<file path="src/rtl/vga_framebuffer_reader.sv">
// rtl/vga_framebuffer_reader.sv - 640x480@60 scan-out of a 40x30 one-bit cell framebuffer
module vga_framebuffer_reader #(
  parameter logic [11:0] FG_COLOR  = 12'hFFF,
  parameter logic [11:0] BG_COLOR  = 12'h000,
  parameter int          H_VISIBLE = 640,
  parameter int          H_FRONT   = 16,
  parameter int          H_SYNC    = 96,
  parameter int          H_BACK    = 48,
  parameter int          V_VISIBLE = 480,
  parameter int          V_FRONT   = 10,
  parameter int          V_SYNC    = 2,
  parameter int          V_BACK    = 33
) (
  input  logic          CLOCK_50,
  input  logic          reset_button,
  input  logic [1199:0] framebuffer,
  output logic [3:0]    red_out,
  output logic [3:0]    green_out,
  output logic [3:0]    blue_out,
  output logic          h_sync_out,
  output logic          v_sync_out,
  output logic          frame_start
);

  localparam logic [9:0] H_VIS   = 10'(H_VISIBLE);
  localparam logic [9:0] H_SBEG  = 10'(H_VISIBLE + H_FRONT);
  localparam logic [9:0] H_SEND  = 10'(H_VISIBLE + H_FRONT + H_SYNC - 1);
  localparam logic [9:0] H_LAST  = 10'(H_VISIBLE + H_FRONT + H_SYNC + H_BACK - 1);
  localparam logic [9:0] V_VIS   = 10'(V_VISIBLE);
  localparam logic [9:0] V_SBEG  = 10'(V_VISIBLE + V_FRONT);
  localparam logic [9:0] V_SEND  = 10'(V_VISIBLE + V_FRONT + V_SYNC - 1);
  localparam logic [9:0] V_LAST  = 10'(V_VISIBLE + V_FRONT + V_SYNC + V_BACK - 1);

  logic          pix_en;
  logic [9:0]    h_count;
  logic [9:0]    v_count;
  logic [1199:0] shadow;

  logic [10:0]   cell_idx;
  logic          cell_bit;
  logic          active;
  logic [11:0]   pixel;

  assign cell_idx = 11'(v_count[8:4]) * 11'd40 + 11'(h_count[9:4]);
  // Blanking positions can form indices past the array; those never reach the outputs.
  assign cell_bit = (cell_idx < 11'd1200) ? shadow[cell_idx] : 1'b0;
  assign active   = (h_count < H_VIS) && (v_count < V_VIS);
  assign pixel    = active ? (cell_bit ? FG_COLOR : BG_COLOR) : 12'h000;

  always_ff @(posedge CLOCK_50) begin
    if (!reset_button) begin
      pix_en      <= 1'b0;
      h_count     <= '0;
      v_count     <= '0;
      shadow      <= '0;
      red_out     <= '0;
      green_out   <= '0;
      blue_out    <= '0;
      h_sync_out  <= 1'b1;
      v_sync_out  <= 1'b1;
      frame_start <= 1'b0;
    end else begin
      pix_en      <= ~pix_en;
      frame_start <= 1'b0;
      if (pix_en) begin
        red_out    <= pixel[11:8];
        green_out  <= pixel[7:4];
        blue_out   <= pixel[3:0];
        h_sync_out <= !((h_count >= H_SBEG) && (h_count <= H_SEND));
        v_sync_out <= !((v_count >= V_SBEG) && (v_count <= V_SEND));
        // Capture at the top of vertical blanking so game writes never tear a frame.
        if (h_count == 10'd0 && v_count == V_VIS)
          shadow <= framebuffer;
        if (h_count == H_LAST) begin
          h_count <= '0;
          if (v_count == V_LAST) begin
            v_count     <= '0;
            frame_start <= 1'b1;
          end else begin
            v_count <= v_count + 10'd1;
          end
        end else begin
          h_count <= h_count + 10'd1;
        end
      end
    end
  end

endmodule

</file>
<file path="config.mk">
export PLATFORM = sky130hd
export DESIGN_NAME = vga_framebuffer_reader
export DESIGN_NICKNAME = d
export VERILOG_FILES = /design/src/rtl/vga_framebuffer_reader.sv
export SDC_FILE = /design/constraint.sdc
export NUM_CORES = 2
export LEC_CHECK = 0
export CAP_MARGIN = 10
export CORE_AREA = 5 5 465 467
export CTS_CLUSTER_SIZE = 12
export DETAILED_ROUTE_END_ITERATION = 7
export DIE_AREA = 0 0 470 472
export PLACE_DENSITY = 0.48
export SETUP_SLACK_MARGIN = 0.2
export SLEW_MARGIN = 10
export SYNTH_ARGS = -nofsm -noshare
export SYNTH_HDL_FRONTEND = slang
export SYNTH_SLANG_ARGS = --single-unit
</file>
<file path="constraint.sdc">
create_clock -name CLOCK_50 -period 3 [get_ports CLOCK_50]
set_input_delay 0.45 -clock CLOCK_50 [delete_from_list [all_inputs] [get_ports CLOCK_50]]
set_output_delay 0.45 -clock CLOCK_50 [all_outputs]
set_load 0.02 [all_outputs]
</file>
==> run metrics <==
outcome finished, violations left; violated checks negative setup slack; Final Cell Area 0.07513 sq mm; placed wire-length estimate 210500 microns; Final Hold Vio Count 0; leakage 24.46 nW; Synth Cell Area 0.05236 sq mm; Max Fanout on Critical Path 6; Layout fillers 21788; clk root buf clkbuf_16; commonest non-fill, non-tap cell in the layout nand2_1; gpl congestion 0.9045; DRT iter0 DRCs 3915; RSZ-0062 raised after global routing yes; TritonCTS clock tree built; headroom to the max-slew limit 28.02%; commonest cells after routing, fill and taps aside 2452 x nand2_1, 1220 x dfxtp_1, 1217 x a21oi_1; Yosys cell types 68; width of the die 470 microns; Worst-path clk slew 60 ps; Clk Latency, worst-skew pair 810 ps; share of cells above drive strength 1 13.02%; Crit. End Element flip-flop; EDFF count, synth 0; fin nets 8562; slowest CP cell fa_4; final period utilization 100.2%; hold_buf cts 0; highest clock rate 332.8 MHz; asr flop ratio synth 0%; Std-Cell Rows 169; Vias 49742; Area Overhead vs Synth 43.48%; required time of the worst setup path 3720 ps; largest net degree at the start of global routing 153; I/O Buffers 1216; critical path class reg2reg; skew final 28.86 ps; Post-DP Area 0.06881 sq mm; Max Slew Vio Count 0; Power Density 490.3 mW/mm^2; io pins 1217; syn_nets 7359; vias in the first global route 49683; H-tree depth 4; final worst slack -4.599 ps; clk buf depth 3; initial antenna violation count 91; cell family with most CP delay adder cells; Post-Syn Instances 6142; DIE HEIGHT 472 microns; worst path cell trace ha_4 -> fa_4 -> xor2_4 -> buf_12 -> buf_12 -> nand2_1 -> buf_6 -> o22ai_2 -> or4_4 -> a32oi_2 -> o2111ai_1 -> a31oi_1; #FFs+latches synth 1225; CP most frequent cell buf_12; Seq/Total Area, Yosys 46.83%; peak supply drop 0.5661 mV; Layout Utilization 35.57%; Die ar. 0.2218 sq mm; final setup fails 1; first-pass GRT wire length 370600 microns; WL per Instance 26.35 microns; worst slew pin tran 1080 ps; Data arrival, critical path 3730 ps; critical path launch point type flip-flop; core area 0.2112 sq mm; synth warn 0; Critical path buffers and inverters 3; wirelength, routed 271700 microns; CTS Sinks 1225; GRT Total Usage 23.08%; DR vias/cell 4.825; Initial Util 24.79%; DR pass1 iterations 5; Hold WC Path Type in2reg; max-cap violations 0; drt drc 0; Final min period 3005 ps; grt ovf 0; ys flop type dfxtp_1; average cell area after synthesis 8.525 sq um; Routed Antenna Nets 0; max incr delay on CP 510 ps; CTS buffer count 146
==> area by class of cell <==
class	instances	area, sq um	share of cell area, %
multi-input cells	4390	25820	34.36
flip-flops and latches	1225	24540	32.66
repair buffers	1571	16180	21.54
clock buffers	218	4319	5.749
well taps	2821	3530	4.698
clock inverters	48	628.1	0.8360
diodes	26	65.06	0.08660
inverters	11	50.05	0.06661
==> flip-flops by register name, summed over array words and instances, names as in the netlist <==
name / cells
h_sync_out: 1
frame_start: 1
red_out: 1
h_count: 10
pix_en: 1
v_sync_out: 1
shadow: 1200
v_count: 10
==> worst reg2reg max path: stages (launching register included) <==
cell and delay (ps):
dfxtp_4 350, ha_4 170, fa_4 510, xor2_4 180, buf_12 150, buf_12 130, nand2_1 210, buf_6 200
o22ai_2 120, or4_4 450, a32oi_2 190, o2111ai_1 120, a31oi_1 170
==> logic make-up (layout without fill, tap and decap cells) <==
group	count (synthesis)	count (layout)	synth area share [%]
and+or+nand+nor	2616	2616	19.26
DFF	1225	1225	46.83
xor gates and xnor gates	24	24	0.4014
adders and majority gates	15	15	0.3871
other	0	26	0
buffers and inverters	527	1848	4.882
AOI/OAI and AO/OA	1370	1370	13.85
muxes	365	365	14.38
==> per-stage QoR <==
step	cells	setup WS [ps]	hold slack [ps]	TNS (ps)	total power, W
finish	10310	-4.599	197.4	-4.599	0.03684
detailed placement	9966	-373.3	441.3	-373.3	0.01874
floorplan	6142	220.4	427.0	0	0.01688
CTS	10247	-40.54	121.5	-40.54	0.03725
global route	10298	-30.86	162.0	-30.86	0.03801
global placement	9966	-377.7	434.5	-377.7	0.01875
==> where the power goes <==
group / internal, W / switching, W
sequential: 0.0163 / 0.00000304
combinational: 0.00142 / 0.000707
clock: 0.0109 / 0.00749
total: 0.0286 / 0.00820
==> routing by layer <==
| layer | GRT usage, % | part of all wire (%) | up-vias |
|---|---|---|---|
| li1 | - | - | 23305 |
| met1 | 29.79 | 43 | 24142 |
| met2 | 37.82 | 47 | 1822 |
| met3 | 5.548 | 6.5 | 395 |
| met4 | 7.910 | 3.3 | 78 |
| met5 | 0 | 0.17 | - |
==> path summary, 6_finish.rpt <==
path	from	to	slack (ps)	depth (start not counted)
max	v_count[4]	red_out[2]	-5	12
max reg2reg	v_count[4]	red_out[2]	-5	12
min reg2reg	shadow[170]	shadow[170]	450	2
min	framebuffer[310]	shadow[310]	200	3
==> Yosys cell counts (all sizes together), types with 13 or more instances <==
| cell type | number | area (sq um) |
|---|---|---|
| mux4 | 304 | 6910 |
| xor2 | 14 | 122.6 |
| and2 | 14 | 90.09 |
| nor2 | 40 | 150.1 |
| nand2 | 2462 | 9244 |
| nand4 | 17 | 106.4 |
| a21oi | 1219 | 6101 |
| nand3 | 24 | 120.1 |
| clkbuf | 287 | 1077 |
| ha | 13 | 162.7 |
| nor2b | 13 | 81.33 |
| o21ai | 18 | 90.09 |
| a22oi | 35 | 267.8 |
| dfxtp | 1225 | 24520 |
| buf | 229 | 1438 |
| mux2i | 53 | 530.5 |
| nor3 | 13 | 65.06 |
| a211oi | 13 | 97.59 |
==> what timing repair did <==
action | CTS | global route
resized for setup | 30 | 109
gates cloned | 3 | 9
pin swaps | 5 | 34
endpoints found under the setup margin | 198 | 299
buffers inserted | 12 | 28
(Power assumes the default switching activity.)
